--- config.mk ---
export PLATFORM = sky130hd
export DESIGN_NAME = seg_disp_sched
export DESIGN_NICKNAME = d
export VERILOG_FILES = /design/src/rtl/seg_disp_sched.sv
export SDC_FILE = /design/constraint.sdc
export NUM_CORES = 1
export LEC_CHECK = 0
export CORE_AREA = 2 2 99 101
export CTS_CLUSTER_SIZE = 25
export DETAILED_ROUTE_END_ITERATION = 8
export DIE_AREA = 0 0 101 103
export GPL_TIMING_DRIVEN = 0
export HOLD_SLACK_MARGIN = 0.05
export PLACE_DENSITY_LB_ADDON = 0.12
export SLEW_MARGIN = 15
export SYNTH_ARGS = -nofsm -noshare
export SYNTH_HDL_FRONTEND = slang
export SYNTH_SLANG_ARGS = --single-unit
--- constraint.sdc ---
create_clock -name clk -period 3 [get_ports clk]
set_clock_uncertainty 0.05 [all_clocks]
set_input_delay 0.9 -clock clk [delete_from_list [all_inputs] [get_ports clk]]
set_output_delay 0.9 -clock clk [all_outputs]
set_load 0.1 [all_outputs]
--- src/rtl/seg_disp_sched.sv ---
// seg_disp_sched
//   Display scheduler placed in front of a 6-digit 7-segment scan driver.
//   It shares the 24-bit display value between a live background source and
//   two message requesters. A has priority over B. A granted message stays on
//   screen for HOLD_MS hold-timer ticks. After that the display returns to the
//   background.
//
// Ports
//   clk       system clock
//   rst       synchronous reset, active-high
//   bg_data   background value, shown (1-cycle delayed) while idle
//   a_req     requester A level request (high priority)
//   a_data    A message, captured in the grant cycle
//   a_ack     one-cycle pulse in the cycle A is granted
//   b_req     requester B level request (low priority)
//   b_data    B message, captured in the grant cycle
//   b_ack     one-cycle pulse in the cycle B is granted
//   data_out  registered value to the scan driver
//   owner     00 background, 01 A, 10 B
//   busy      high while a message is held
module seg_disp_sched #(
  parameter int unsigned CLK_HZ  = 50_000_000,
  parameter int unsigned TICK_HZ = 1000,
  parameter int unsigned HOLD_MS = 2000
) (
  input  logic        clk,
  input  logic        rst,
  input  logic [23:0] bg_data,
  input  logic        a_req,
  input  logic [23:0] a_data,
  output logic        a_ack,
  input  logic        b_req,
  input  logic [23:0] b_data,
  output logic        b_ack,
  output logic [23:0] data_out,
  output logic [1:0]  owner,
  output logic        busy
);

  localparam int unsigned TICK_DIV  = CLK_HZ / TICK_HZ;
  localparam int unsigned PW        = $clog2(TICK_DIV);
  localparam logic [PW-1:0] PRESC_MAX = PW'(TICK_DIV - 1);
  localparam logic [15:0]   HOLD_END  = 16'(HOLD_MS);

  typedef enum logic [1:0] {
    IDLE   = 2'b00,
    SHOW_A = 2'b01,
    SHOW_B = 2'b10
  } state_t;

  state_t        state_q, state_d;
  logic [PW-1:0] presc_q, presc_d;
  logic [15:0]   hold_q,  hold_d;
  logic [23:0]   data_q,  data_d;
  logic [1:0]    owner_q, owner_d;
  logic          busy_q,  busy_d;

  logic tick;
  logic expire;
  logic grant_a;
  logic grant_b;

  // Free-running tick prescaler; grants never realign it, which is why the
  // hold time can be up to one tick longer than HOLD_MS ticks.
  always_comb begin
    tick    = (presc_q == PRESC_MAX);
    presc_d = tick ? '0 : presc_q + PW'(1);
  end

  // The counter only advances on a tick, and it stops at HOLD_END. The first
  // tick after a grant moves it off zero. Expiry is detected on the tick that
  // arrives while the count is already at HOLD_END.
  always_comb begin
    expire = (state_q != IDLE) && tick && (hold_q == HOLD_END);
  end

  // Grant decision per state. A is granted in every state. B can preempt no
  // one, and while A is showing B waits until A's hold expires.
  always_comb begin
    grant_a = 1'b0;
    grant_b = 1'b0;
    if (!rst) begin
      unique case (state_q)
        IDLE: begin
          grant_a = a_req;
          grant_b = !a_req && b_req;
        end
        SHOW_A: begin
          grant_a = a_req;
          grant_b = !a_req && b_req && expire;
        end
        SHOW_B: begin
          grant_a = a_req;
          grant_b = !a_req && b_req;
        end
        default: begin
          grant_a = 1'b0;
          grant_b = 1'b0;
        end
      endcase
    end
  end

  // Next state, hold counter and registered display outputs. A grant in the
  // same cycle as an expiry takes precedence. The counter reloads and the
  // display never passes through an idle cycle.
  always_comb begin
    state_d = state_q;
    hold_d  = hold_q;
    data_d  = data_q;

    if (grant_a) begin
      state_d = SHOW_A;
      hold_d  = '0;
      data_d  = a_data;
    end else if (grant_b) begin
      state_d = SHOW_B;
      hold_d  = '0;
      data_d  = b_data;
    end else if (expire) begin
      state_d = IDLE;
      data_d  = bg_data;
    end else begin
      unique case (state_q)
        IDLE: begin
          data_d = bg_data;
        end
        SHOW_A, SHOW_B: begin
          if (tick && (hold_q != HOLD_END)) begin
            hold_d = hold_q + 16'd1;
          end
        end
        default: begin
          state_d = IDLE;
          data_d  = bg_data;
        end
      endcase
    end

    owner_d = state_d;
    busy_d  = (state_d != IDLE);
  end

  always_ff @(posedge clk) begin
    if (rst) begin
      state_q <= IDLE;
      presc_q <= '0;
      hold_q  <= '0;
      data_q  <= '0;
      owner_q <= '0;
      busy_q  <= 1'b0;
    end else begin
      state_q <= state_d;
      presc_q <= presc_d;
      hold_q  <= hold_d;
      data_q  <= data_d;
      owner_q <= owner_d;
      busy_q  <= busy_d;
    end
  end

  assign a_ack    = grant_a;
  assign b_ack    = grant_b;
  assign data_out = data_q;
  assign owner    = owner_q;
  assign busy     = busy_q;

endmodule

# After elaboration in Yosys (flattened, before gate mapping)
# Index checks and enable logic that the tools add are counted.
# word_totals
register_bits	59
in_bits	76
wordCells	41
# classes
add_sub_neg	2
eq_ne	6
n_mux	12
bitwise	1
n_reduce_logical	15
# op_table
operator	n
2-to-1 mux 24 bit	4
adder 16 x 1 -> 16 bit (second input constant)	2
equality test 16 x 11 -> 1 bit (second input constant)	1
equality test 16 bit (second input constant)	1
!= test 16 x 11 -> 1 bit (second input constant)	1
2-to-1 mux 2 bit	4
OR reduction 2 bit	3
OR reduction 3 bit	2
logical AND 1 bit	5
!= test 4 bit (second input constant)	1
nonzero test 2 bit	2
2-to-1 mux 1 bit	3
AND reduction 3 bit	1
equality test 2 x 1 -> 1 bit (second input constant)	1
equality test 2 bit (second input constant)	1
zero test 2 bit	1
case mux 1 bit (2 select lines)	1
zero test 1 bit	1
NOT 1 bit	1

# Depth between registers and ports, before layout
# logic_depth
ltp_word	9
mapped_depth	10

# Worst setup path before layout
# No wires, ideal clock.
# synth_path
path_type	register -> output
startpoint	reg owner[1] (netlist name)
endpoint	out b_ack
arrival_time_ps	3521
t_required_ps	2050
path_slack_ps	-1471
stages_incl_launch_ff	7
n_path_buf	1
cell_sequence	dfxtp_1 inv_1 ha_1 clkbuf_1 nor3_1 nand2_1 a21oi_1
# synth_lines
item	line	text
end: declaration	34	output logic b_ack,

# Worst setup path in the final report
# layout_path
startpoint	in b_req
endpoint	out b_ack
# layout_between
elab_chain_cells	4
# layout_lines
item	line	text
start: declaration	32	input logic b_req,
logical AND 1 bit (*)	86, 90, 94	
logical AND 1 bit	90	grant_b = !a_req && b_req && expire;
case mux 1 bit (2 select lines) (*)	83	unique case (state_q)
2-to-1 mux 1 bit (*)	82	if (!rst) begin
# Every way passes the cells marked *; elsewhere a longest branch is shown, timed or not.

==> impl_metrics.json <==
{
  "run_status": "finished with violations",
  "violations": "setup timing",
  "ys_seq_area_share_pct": 28.88,
  "track_usage_pct": 27.25,
  "yosysTopAreaCell": "dfxtp_1",
  "finalPower_uw": 2568,
  "hold_buffers": 0,
  "clkSlewWorstSetupHoldPaths_ns": 0.07,
  "cts.sinks": 59,
  "yosys.area_share.adder_pct": 2.753,
  "fp.dieH_um": 103,
  "rsz0062_at_grt": "true",
  "drtPass1Iterations": 5,
  "area_growth_pct": 37.72,
  "nets": 780,
  "relSlewSlack_pct": 34.15,
  "fin_ws_ns": -0.4166,
  "ir_worst_vdd_mv": 0.2904,
  "synth-simple-area-share_pct": 36.77,
  "ios": 105,
  "synth-xor-area-share_pct": 4.925,
  "drt_iter0_markers": 405,
  "cp_max_fo": 3,
  "crit_path_start_kind": "input pin",
  "ys_types": 44,
  "synthTopCellsByCount": "81 x nor2_1, 60 x nand2_1, 59 x dfxtp_1",
  "maxCapViolCount": 0,
  "synth_cells": 573,
  "final_util_pct": 59.55,
  "period_needed_ns": 3.417,
  "async_flop_share_pct": 0,
  "power_leakage_uw": 0.001902,
  "finalHoldViolCount": 0,
  "synth_top_family_by_area": "simple AND/OR/NAND/NOR gates",
  "synth-edff-count": 0,
  "synthMostInstantiatedCell": "nor2_1",
  "crit_type": "input pin to output pin",
  "antenna_left": 0,
  "floorplan.core_area_um2": 9459,
  "fin_crit_sh_pct": 113.9,
  "vias_per_cell": 6.026,
  "avgRoutedWirePerCell_um": 17.57,
  "clkLatencyLatePin_ns": 0.35,
  "gp_congestion": 0.9193,
  "syn_area_per_cell_um2": 7.138,
  "drc": 0,
  "antenna_found_initial": 1,
  "die-area_um2": 10400,
  "finalSetupViolCount": 24,
  "grt_pass1_wl_um": 22580,
  "cp.arrival_ns": 2.47,
  "row_count": 36,
  "tightest_slew_ns": 0.9847,
  "synth_mux_area_share_pct": 0.7954,
  "hold_class": "register to register",
  "grt-ovfl-total": 0,
  "required_ns": 2.05,
  "final_layout_size_suffix_gt1_share_pct": 9.143,
  "r2r_setup_slack_ns": -0.07,
  "final_max_slew_viol_count": 0,
  "numCtsBuffers": 9,
  "grt_pass1_vias": 4717,
  "netlist_area_um2": 4090,
  "die_w_um": 101,
  "cts_buffer_depth": 2,
  "cts-root-buf": "clkbuf_8",
  "dp_slack_ns": -1.709,
  "vias": 4911,
  "synth_ff_type": "dfxtp_1",
  "dpl.hpwl_um": 10020,
  "yosys.area.top_type_share_pct": 28.88,
  "max_freq_ghz": 0.2927,
  "timing.hold.ws_ns": 0.4254,
  "synth_compound_area_share_pct": 19.91,
  "fill_cells": 858,
  "end_kind": "output pin",
  "power_density_nw_per_um2": 455.9,
  "regArea_um2": 1189,
  "ys_seq_elements": 59,
  "totalWireLength_um": 14320,
  "initial_core_util_pct": 43.24,
  "cts_htree_levels": 3,
  "portBuffers": 103,
  "yosysWarnings": 0,
  "multi_input_area_um2": 2735,
  "syn-num-nets": 658,
  "yosys-top-cells-area": "dfxtp_1 29%, a31oi_1 7.5%, nor2_1 7.4%",
  "grt_max_degree": 12,
  "cts_tree": "done"
}
[through the flow]
| stage | cells | cell area [um^2] | TNS, ns |
|---|---|---|---|
| after global routing | 815 | 5633 | -4.135 |
| after floorplan | 573 | 4133 | -0.3203 |
| after detailed placement | 790 | 5306 | -21.04 |
| after CTS | 810 | 5583 | -1.517 |
| final | 815 | 5633 | -2.426 |
| after global placement | 790 | 5306 | -19.60 |
[power by group]
| part | total [uW] | leakage, uW | switching, uW | internal [uW] |
|---|---|---|---|---|
| Sequential | 870 | 0.000487 | 30.4 | 840 |
| Clock | 734 | 0.0000950 | 354 | 380 |
| Combinational | 964 | 0.00132 | 656 | 308 |
[logic make-up (layout without fill, tap and decap cells)]
family                     after synthesis  after routing
other                                    0              1
xor gates and xnor gates                23             23
buffers and inverters                   59            186
and+or+nand+nor                        301            301
DFF                                     59             59
AOI/OAI and AO/OA                      119            119
muxes                                    3              3
adders and majority gates                9              9
[placed cells by master (no fill, tap or decap), types with 4 or more instances in the layout]
master / synthesis / final
clkdlybuf4s50_1: 0 / 100
nor2_1: 81 / 80
nand2_1: 60 / 59
dfxtp_1: 59 / 55
a31oi_1: 49 / 49
clkbuf_1: 41 / 36
nand3_1: 37 / 36
nor3_1: 31 / 30
o21ai_0: 28 / 28
nor4_1: 28 / 28
nor2b_1: 24 / 24
a221o_1: 23 / 23
xnor2_1: 14 / 14
clkbuf_8: 0 / 10
inv_1: 9 / 9
xor2_1: 9 / 9
ha_1: 9 / 9
buf_4: 0 / 9
nand4_1: 7 / 7
a21oi_1: 7 / 6
buf_2: 6 / 5
clkbuf_2: 0 / 4
or3_1: 4 / 4
[repair_timing]
action	4_1_cts	5_1_grt
gates resized for setup	32	3
pin swaps	5	2
endpoints found under the setup margin	32	33
setup buffers	5	4
[layer usage]
layer | global-route usage (%) | vias up | wire length [um]
met1 | 32.91 | 2283 | 5903
li1 | - | 2345 | -
met4 | 11.85 | 0 | 355
met3 | 6.373 | 42 | 1235
met5 | 0 | - | 0
met2 | 46.51 | 241 | 6829
[critical path, cell delays in order]
cell and delay [ns]:
clkdlybuf4s50_1 0.49, or4b_2 0.69, a21oi_4 0.19, buf_12 0.19
[registers in the layout, indices dropped and copies added, names as in the netlist]
name / count
owner: 2
busy: 1
hold_q: 16
presc_q: 16
data_out: 24
[final timing paths]
check | startpoint | endpoint | depth (start not counted)
hold / removal | presc_q[0]$_SDFF_PP0_ | presc_q[0]$_SDFF_PP0_ | 1
setup / recovery | b_req | b_ack | 4
hold reg to reg | presc_q[0]$_SDFF_PP0_ | presc_q[0]$_SDFF_PP0_ | 1
setup reg to reg | hold_q[12]$_SDFFE_PP0P_ | hold_q[1]$_SDFFE_PP0P_ | 7
[layout make-up]
cell class              count  area share (%)
diodes                      1         0.04442
plain buffers              49           3.909
clock buffers               9           2.199
clock inverters             7           1.222
inverters                   9          0.5997
multi-input cells         455           48.56
flip-flops and latches     59           21.10
well taps                 114           2.532
repair buffers            112           19.84
Note: power is estimated with default switching activity, not from simulation.
